**config.mk**
```make
export PLATFORM = sky130hd
export DESIGN_NAME = edit_scheduler
export DESIGN_NICKNAME = d
export VERILOG_FILES = /design/src/rtl/edit_pkg.sv /design/src/rtl/hold_ramp.sv /design/src/rtl/edit_scheduler.sv
export SDC_FILE = /design/constraint.sdc
export NUM_CORES = 1
export LEC_CHECK = 0
export BUFFER_PORTS_ARGS = -buffer_cell sky130_fd_sc_hd__buf_2
export CAP_MARGIN = 20
export CORE_MARGIN = 3
export CORE_UTILIZATION = 46
export DETAILED_ROUTE_END_ITERATION = 10
export PLACE_DENSITY_LB_ADDON = 0.05
export SLEW_MARGIN = 10
export SYNTH_ARGS = -nofsm -noshare
export SYNTH_HDL_FRONTEND = slang
export SYNTH_SLANG_ARGS = --single-unit
```
**constraint.sdc**
```tcl
create_clock -name clk -period 1.25 [get_ports clk]
set_clock_uncertainty 0.05 [all_clocks]
set_input_delay 0.0625 -clock clk [delete_from_list [all_inputs] [get_ports clk]]
set_output_delay 0.0625 -clock clk [all_outputs]
set_load 0.005 [all_outputs]
```
**src/rtl/edit_pkg.sv**
```systemverilog
// -----------------------------------------------------------------------------
// edit_pkg
// Shared types and constants for the edit scheduler:
//   - edit_mode_e : edit mode carried with each command
//   - BTN_*       : bit positions within the {c,d,u,r,l} button vectors
//   - state_e     : scheduler FSM states
//   - dir_decode  : maps a pair of opposing buttons to a signed -1/0/+1 step
// -----------------------------------------------------------------------------
package edit_pkg;

  typedef enum logic [1:0] {
    MODE_MOVE   = 2'd0,
    MODE_RESIZE = 2'd1,
    MODE_ADDREM = 2'd2,
    MODE_COLOR  = 2'd3
  } edit_mode_e;

  localparam int BTN_L = 0;
  localparam int BTN_R = 1;
  localparam int BTN_U = 2;
  localparam int BTN_D = 3;
  localparam int BTN_C = 4;
  localparam int BTN_W = 5;

  localparam int HOLD_W = 6;

  typedef enum logic [1:0] {
    ST_IDLE    = 2'd0,
    ST_CAPTURE = 2'd1,
    ST_ISSUE   = 2'd2
  } state_e;

  // Two's-complement encodings of a 2-bit signed direction.
  localparam logic [1:0] DIR_ZERO = 2'b00;
  localparam logic [1:0] DIR_POS  = 2'b01;
  localparam logic [1:0] DIR_NEG  = 2'b11;

  // Opposing buttons cancel: only a lone press yields a direction.
  function automatic logic [1:0] dir_decode(input logic pos, input logic neg);
    logic [1:0] dir;
    case ({pos, neg})
      2'b10:   dir = DIR_POS;
      2'b01:   dir = DIR_NEG;
      default: dir = DIR_ZERO;
    endcase
    return dir;
  endfunction

endpackage

```
**src/rtl/hold_ramp.sv**
```systemverilog
// -----------------------------------------------------------------------------
// hold_ramp
// Auto-repeat acceleration: counts consecutive captures with a held direction
// and decodes the step magnitude (1, then 2 after RAMP1 holds, then 4 after
// RAMP2 holds). A change of edit mode restarts the ramp.
// Only instantiated when EDIT_AUTO_REPEAT_EN is defined.
//
// Ports
//   clk        in   clock
//   rst        in   synchronous active-high reset
//   i_capture  in   scheduler is in its capture cycle
//   i_moving   in   a direction (dx or dy) is non-zero this capture
//   i_mode     in   current edit mode
//   o_step     out  step magnitude for this capture (combinational)
// -----------------------------------------------------------------------------
module hold_ramp
  import edit_pkg::*;
#(
  parameter int STEPW = 4,
  parameter int RAMP1 = 16,
  parameter int RAMP2 = 48
) (
  input  logic             clk,
  input  logic             rst,
  input  logic             i_capture,
  input  logic             i_moving,
  input  logic [1:0]       i_mode,
  output logic [STEPW-1:0] o_step
);

  localparam logic [31:0] LIM1 = 32'(RAMP1);
  localparam logic [31:0] LIM2 = 32'(RAMP2);

  logic [HOLD_W-1:0] r_cnt;
  logic [1:0]        r_prev_mode;
  logic              w_mode_chg;
  logic [31:0]       w_cnt_ext;

  assign w_mode_chg = (i_mode != r_prev_mode);
  assign w_cnt_ext  = 32'(r_cnt);

  // Step is decoded from the counter value before this capture's increment.
  // NOTE: o_step is assigned a default first so no path leaves it unassigned,
  // which would otherwise infer a latch.
  always_comb begin
    o_step = STEPW'(1);
    if (!w_mode_chg) begin
      if (w_cnt_ext >= LIM2)      o_step = STEPW'(4);
      else if (w_cnt_ext >= LIM1) o_step = STEPW'(2);
    end
  end

  // NOTE: sequential state uses non-blocking assignments so every register
  // samples pre-edge values regardless of statement order.
  always_ff @(posedge clk) begin
    if (rst) begin
      r_cnt       <= '0;
      r_prev_mode <= '0;
    end else if (i_capture) begin
      r_prev_mode <= i_mode;
      if (w_mode_chg || !i_moving) r_cnt <= '0;
      else if (r_cnt != '1)        r_cnt <= r_cnt + 1'b1;
    end
  end

endmodule

```
**src/rtl/edit_scheduler.sv**
```systemverilog
// -----------------------------------------------------------------------------
// edit_scheduler
// Once per video frame, samples the held buttons and the presses latched since
// the previous frame, and offers one edit command to the shape register file
// over a valid/ready handshake.
//
// Optional feature: define EDIT_AUTO_REPEAT_EN to enable the hold-to-accelerate
// step ramp (hold_ramp). Without it cmd_step is always 1.
//
// Ports
//   clk        in   single clock
//   rst        in   synchronous active-high reset
//   frame      in   one-cycle pulse at start of vertical blanking
//   mode       in   edit mode (0 move, 1 resize/rotate, 2 add/remove, 3 color)
//   btn        in   debounced button levels {c,d,u,r,l}
//   btn_dn     in   one-cycle press pulses, same ordering as btn
//   cmd_ready  in   shape register file accepts the command
//   cmd_valid  out  command offered
//   cmd_mode   out  mode captured with the command
//   cmd_dx     out  signed x direction (-1/0/+1)
//   cmd_dy     out  signed y direction (-1/0/+1)
//   cmd_step   out  magnitude per unit direction
//   cmd_press  out  presses latched since the previous capture
//   overrun    out  sticky: a frame arrived while a command was still pending
// -----------------------------------------------------------------------------
module edit_scheduler
  import edit_pkg::*;
#(
  parameter int STEPW = 4,
  parameter int RAMP1 = 16,
  parameter int RAMP2 = 48
) (
  input  logic             clk,
  input  logic             rst,
  input  logic             frame,
  input  logic [1:0]       mode,
  input  logic [4:0]       btn,
  input  logic [4:0]       btn_dn,
  input  logic             cmd_ready,
  output logic             cmd_valid,
  output logic [1:0]       cmd_mode,
  output logic [1:0]       cmd_dx,
  output logic [1:0]       cmd_dy,
  output logic [STEPW-1:0] cmd_step,
  output logic [4:0]       cmd_press,
  output logic             overrun
);

  state_e             r_state;
  logic [BTN_W-1:0]   r_press;
  logic               r_cmd_valid;
  edit_mode_e         r_cmd_mode;
  logic [1:0]         r_cmd_dx;
  logic [1:0]         r_cmd_dy;
  logic [STEPW-1:0]   r_cmd_step;
  logic [BTN_W-1:0]   r_cmd_press;
  logic               r_overrun;

  logic [1:0]         w_dx;
  logic [1:0]         w_dy;
  logic               w_moving;
  logic               w_nonempty;
  logic               w_capture;
  logic [STEPW-1:0]   w_step;
  logic               w_unused;

  assign w_dx       = dir_decode(btn[BTN_R], btn[BTN_L]);
  assign w_dy       = dir_decode(btn[BTN_D], btn[BTN_U]);
  assign w_moving   = (w_dx != DIR_ZERO) || (w_dy != DIR_ZERO);
  assign w_nonempty = w_moving || (r_press != '0);
  assign w_capture  = (r_state == ST_CAPTURE);

`ifdef EDIT_AUTO_REPEAT_EN
  hold_ramp #(
    .STEPW (STEPW),
    .RAMP1 (RAMP1),
    .RAMP2 (RAMP2)
  ) u_hold_ramp (
    .clk       (clk),
    .rst       (rst),
    .i_capture (w_capture),
    .i_moving  (w_moving),
    .i_mode    (mode),
    .o_step    (w_step)
  );
  // The centre button level carries no direction; only its press is used.
  assign w_unused = btn[BTN_C];
`else
  assign w_step   = STEPW'(1);
  assign w_unused = btn[BTN_C] ^ (RAMP1 > RAMP2);
`endif

  always_ff @(posedge clk) begin
    if (rst) begin
      r_state     <= ST_IDLE;
      r_press     <= '0;
      r_cmd_valid <= 1'b0;
      r_cmd_mode  <= MODE_MOVE;
      r_cmd_dx    <= '0;
      r_cmd_dy    <= '0;
      r_cmd_step  <= '0;
      r_cmd_press <= '0;
      r_overrun   <= 1'b0;
    end else begin
      // The latch is emptied by the capture, but a press arriving in that
      // same cycle is kept for the next frame.
      r_press <= (w_capture ? '0 : r_press) | btn_dn;

      case (r_state)
        ST_IDLE: begin
          if (frame) r_state <= ST_CAPTURE;
        end

        ST_CAPTURE: begin
          // A frame here is ignored: the capture is already under way.
          r_cmd_mode  <= edit_mode_e'(mode);
          r_cmd_dx    <= w_dx;
          r_cmd_dy    <= w_dy;
          r_cmd_step  <= w_step;
          r_cmd_press <= r_press;
          if (w_nonempty) begin
            r_cmd_valid <= 1'b1;
            r_state     <= ST_ISSUE;
          end else begin
            r_state     <= ST_IDLE;
          end
        end

        ST_ISSUE: begin
          if (frame) r_overrun <= 1'b1;
          if (cmd_ready) begin
            r_cmd_valid <= 1'b0;
            r_state     <= ST_IDLE;
          end
        end

        default: r_state <= ST_IDLE;
      endcase
    end
  end

  assign cmd_valid = r_cmd_valid;
  assign cmd_mode  = r_cmd_mode;
  assign cmd_dx    = r_cmd_dx;
  assign cmd_dy    = r_cmd_dy;
  assign cmd_step  = r_cmd_step;
  assign cmd_press = r_cmd_press;
  assign overrun   = r_overrun;

endmodule

```
# Word level (Yosys, flattened, before mapping)
# Cells that the tools add are included.
# totals
ff_bits,21
in_bits,16
output_inout_bits,17
word_cells,39
# op_classes
n_eq_ne,9
n_mux,10
bitwise,1
reduce_logical,10
# op_table
op,n
case mux 2 bit (2 select lines),2
"== test 2 x 1 -> 1 bit, second input constant",3
"== test 2 bit, second input constant",3
2-to-1 mux 2 bit,3
"inequality test 2 bit, second input constant",3
case mux 2 bit (3 select lines),1
nonzero test 2 bit,3
2-to-1 mux 5 bit,1
bitwise OR 5 bit,1
nonzero test 5 bit,1
AND reduction 2 bit,2
AND reduction 3 bit,1
logical NOT 2 bit,1
logical OR 1 bit,2
2-to-1 mux 1 bit,2
case mux 1 bit (2 select lines),1

# Logic depth before layout (Yosys ltp)
# depth
depth_word,7
depth_mapped,4
mapped_depth_nobuf,4

# Worst setup path after synthesis
# No wires, ideal clock.
# synth_timing
path_type,register -> register
start,register r_state[0]
end,"register r_cmd_press[3], in the netlist cmd_press[3]"
setup_ns,0.068
arrival_ns,0.903
required_time_ns,1.132
slack_ns,0.228
stages_incl_launch_ff,5
path_buffers,1
period_less_slack_ns,1.022
cell_sequence,dfxtp_1 -> nor2b_4 -> buf_6 -> nand2_1 -> a21oi_2
# synth_between
elab_chain_len,1
# synth_lines
element,line_no,source
"start, declared",edit_scheduler.sv:49,state_e r_state;
"start signal, assigned",edit_scheduler.sv:95,r_state <= ST_IDLE;
"start signal, assigned",edit_scheduler.sv:111,if (frame) r_state <= ST_CAPTURE;
"start signal, assigned",edit_scheduler.sv:123,r_state <= ST_ISSUE;
== test 2 x 1 -> 1 bit,edit_scheduler.sv:109,case (r_state)
"end signal, assigned",edit_scheduler.sv:120,r_cmd_press <= r_press;
"end, declared",edit_scheduler.sv:56,logic [BTN_W-1:0] r_cmd_press;
# No other way between the ends.
# A chain may end at the register's enable or synchronous reset.

# Worst setup path in the final report
# layout_timing
start,register r_state[1]
end,"register r_cmd_press[4], in the netlist cmd_press[4]"
# Same word-level chain as after synthesis.

==> results.toml <==
[setup_path]
r2r-end = "cmd_press[4]$_SDFFE_PP0P_"
worstPathCellList = "nand2b_4, buf_4, nand2_1, a21oi_2"
regToRegSetupSlack_ns = 0.11
worstPathBufferInverterCount = 1
timing.critical_path.max_delay_family = "flip-flops"
startpoint_type = "flop"
critical_path.slowest_cell = "sky130_fd_sc_hd__dfxtp_1"
criticalPathCategory = "flop to flop"
worst_r2r_path_depth = 4
endpoint_type_of_the_worst_setup_path = "flop"
cp_max_fo = 6
max_stage_delay_ns = 0.49
cp.required_ns = 1.45
rr_startpoint = "r_state[1]$_SDFFE_PP0P_"
worst-endpoint-arrival_ns = 1.34

[global_route]
vias_in_the_first_global_route = 668
initial_antenna_violation_count = 0
grt.overflow.total = 0
pin_count_of_the_biggest_net_entering_global_routing = 16
wire_length_of_the_first_global_routing_pass_mm = 2.97
grt_util_all_layers = 0.162

[floorplanning]
die_area_um2 = 2360
initial_utilization = 0.522
core-area_um2 = 1590
floorplan.rows = 14
die_width_um = 48.5
fp.dieH_um = 48.5
io_pins = 33

[pwr]
static-leakage-power_nw = 0.515
pwr-share-clk = 0.257
switching_power_w = 0.000327
power.density_nw_per_um2 = 1110
power_share_of_the_sequential_group = 0.580
power.share.combinational = 0.163
ir_drop_mv = 0.924
swShare = 0.259
internal-power_w = 0.000939

[synthesis]
commonest_cells_in_the_synthesized_netlist = "sky130_fd_sc_hd__dfxtp_1, sky130_fd_sc_hd__nand2_1, sky130_fd_sc_hd__nor2_1"
postSynthRegisterBits = 21
synth.yosys.warnings = 0
netlist_top_cells_area = "sky130_fd_sc_hd__dfxtp_1, sky130_fd_sc_hd__a21oi_2, sky130_fd_sc_hd__nand2_1"
synth_ff_type = "sky130_fd_sc_hd__dfxtp_1"
post-synth-top-count-cell = "sky130_fd_sc_hd__dfxtp_1"
post_synth_edffs = 0
syn_avg_cell_area_um2 = 9.14
syn-cell-area_um2 = 832
synth.distinct_cells = 21
synth-seq-area-share = 0.505
post-synth-top-area-cell = "sky130_fd_sc_hd__dfxtp_1"
synthArstFlopShare = 0
yosys.area.top_type_share = 0.505
netlist_instances = 91

[place]
place_congestion = 0.687
place_worst_setup_slack_ns = 0.127
hpwl_after_dpl_mm = 1.14
place.detailed.instances = 141
buffer_ports.inserted = 28
postPlaceCellArea_um2 = 978

[flow_run]
max_cap_viol_count = 0

[timing]
hold_viol = 0
slew_violations = 0
post-route-worst-setup-slack_ns = 0.110
rsz0062_at_grt = "no"
tns_ns = 0
setup_violations = 0
timing.final.crit_share = 0.912
post-route-min-period_ns = 1.14
fmaxAchievable_mhz = 878

[clock_network]
cts.htree.levels = 1
clkTransAtPathRegs_ns = 0.12
clk_path_buf_depth = 2
cts_resized = 0
tritoncts = "yes"
cts.sinks = 21
tritoncts.num_buffers = 3
cts.root.buffer_cell = "sky130_fd_sc_hd__clkbuf_4"
clkLatencyLatePin_ns = 0.31

[detailed_routing]
drc_errors = 0
detailedRoute.firstPassIterationCount = 4
drt_first_iter_violations = 6
post_dr_vias_cell = 4.61
detail_route.wl_per_cell_um = 11.6
dr_total_vias = 728
route.final.wire_length_mm = 1.83
antenna_left = 0

[finish]
instances_no_fill = 158
layout_cell_share_with_drive_strength_beyond_1 = 0.381
finalNetCount = 153
filler_cell_count_in_the_final_layout = 134
num_antenna_cells = 0
final_area_um2 = 1140
area.growth.synth_to_final_pct = 37.1

[outcome]
result_of_the_run = "finished, final reports clean"

[hold_path]
timing.hold.worst.class = "input port to flop"
worstHoldStart = "btn[2]"
min_path_cells = 3
whs_endpoint = "cmd_dy[0]$_SDFFE_PP0P_"
[layer usage]
metal  vias up  global-route usage  part of all wire
met5         -                   0                 0
met4         0              0.0284                 0
met3         0              0.0644             0.061
met2        23               0.282              0.50
met1       328               0.190              0.44
li1        377                   -                 -
[worst register-to-register path: stages (launching register included)]
cell	delay, ns
sky130_fd_sc_hd__dfxtp_1	0.49
sky130_fd_sc_hd__nand2b_4	0.22
sky130_fd_sc_hd__buf_4	0.14
sky130_fd_sc_hd__nand2_1	0.07
sky130_fd_sc_hd__a21oi_2	0.12
[registers in the layout (all words and copies together), names as in the netlist]
| register | cells |
|---|---|
| overrun | 1 |
| cmd_valid | 1 |
| cmd_dx | 2 |
| cmd_dy | 2 |
| cmd_step | 1 |
| r_state | 2 |
| cmd_press | 5 |
| cmd_mode | 2 |
| r_press | 5 |
[cell usage in the layout, fill, tap and decap left out]
cell / n
sky130_fd_sc_hd__nor3_1: 1
sky130_fd_sc_hd__nand2_2: 1
sky130_fd_sc_hd__conb_1: 3
sky130_fd_sc_hd__nor4b_1: 1
sky130_fd_sc_hd__a31o_2: 1
sky130_fd_sc_hd__a211oi_1: 2
sky130_fd_sc_hd__clkinv_2: 1
sky130_fd_sc_hd__nor2_1: 12
sky130_fd_sc_hd__a21oi_2: 9
sky130_fd_sc_hd__buf_2: 28
sky130_fd_sc_hd__dfxtp_1: 21
sky130_fd_sc_hd__clkbuf_4: 3
sky130_fd_sc_hd__dlygate4sd3_1: 10
sky130_fd_sc_hd__nor2b_4: 1
sky130_fd_sc_hd__nand2_1: 18
sky130_fd_sc_hd__buf_12: 1
sky130_fd_sc_hd__buf_4: 5
sky130_fd_sc_hd__nand2b_4: 1
sky130_fd_sc_hd__inv_1: 4
sky130_fd_sc_hd__a41o_1: 1
sky130_fd_sc_hd__ha_1: 2
sky130_fd_sc_hd__a31oi_1: 1
sky130_fd_sc_hd__a21oi_1: 7
[metrics by stage]
step	hold WS (ns)	power, W	util
floorplan	0.130	0.000857	-
global placement	0.215	0.000910	0.614
detailed placement	0.226	0.000912	0.614
CTS	0.0232	0.00126	0.694
global route	0.0252	0.00133	0.716
finish	0.0314	0.00127	0.716
[power by group through the flow]
stage,clock network (W),registers (W),logic (W)
2_1_floorplan,0,0.000749,0.000109
6_report,0.000325,0.000735,0.000207
5_1_grt,0.000365,0.000741,0.000228
3_5_place_dp,0,0.000749,0.000164
3_3_place_gp,0,0.000748,0.000162
4_1_cts,0.000335,0.000733,0.000188
[how the worst max path moves through the flow]
stage	to	cells after the start	slack (ns)	from
3_3_place_gp	cmd_valid$_SDFFE_PP0P_	3	0.14	r_state[1]$_SDFFE_PP0P_
3_5_place_dp	cmd_valid$_SDFFE_PP0P_	3	0.13	r_state[1]$_SDFFE_PP0P_
5_1_grt	cmd_dy[1]$_SDFFE_PP0P_	4	0.04	r_state[0]$_SDFFE_PP0P_
6_report	cmd_press[4]$_SDFFE_PP0P_	4	0.11	r_state[1]$_SDFFE_PP0P_
4_1_cts	cmd_valid$_SDFFE_PP0P_	3	0.10	r_state[1]$_SDFFE_PP0P_
2_1_floorplan	cmd_press[3]$_SDFFE_PP0P_	4	0.23	r_state[0]$_SDFFE_PP0P_
[final cells by class]
cell class / instances / area [um2] / area share
clock buffer: 3 / 22.5 / 0.0197
clock inverter: 1 / 5.00 / 0.00439
inverter: 4 / 15.0 / 0.0132
multi-input combinational: 61 / 350 / 0.307
sequential: 21 / 420 / 0.368
tap: 24 / 30.0 / 0.0263
timing repair buffer: 44 / 298 / 0.261
[logic make-up (layout without fill, tap and decap cells)]
family / after synthesis / count (layout) / synth area share
AND/OR/NAND/NOR: 35 / 35 / 0.192
AO/OA/AOI/OAI: 21 / 21 / 0.185
flip-flops: 21 / 21 / 0.505
buffers and inverters: 11 / 52 / 0.0827
adder cells (fa/ha/maj): 2 / 2 / 0.0301
other: 1 / 3 / 0.00451
[timing repair]
item / in CTS / in global routing
hold buffers: 10 / 0
endpoints found under the setup margin: 0 / 1
hold endpoints to repair: 15 / 0
setup buffers: 0 / 3
(Power assumes the default switching activity.)
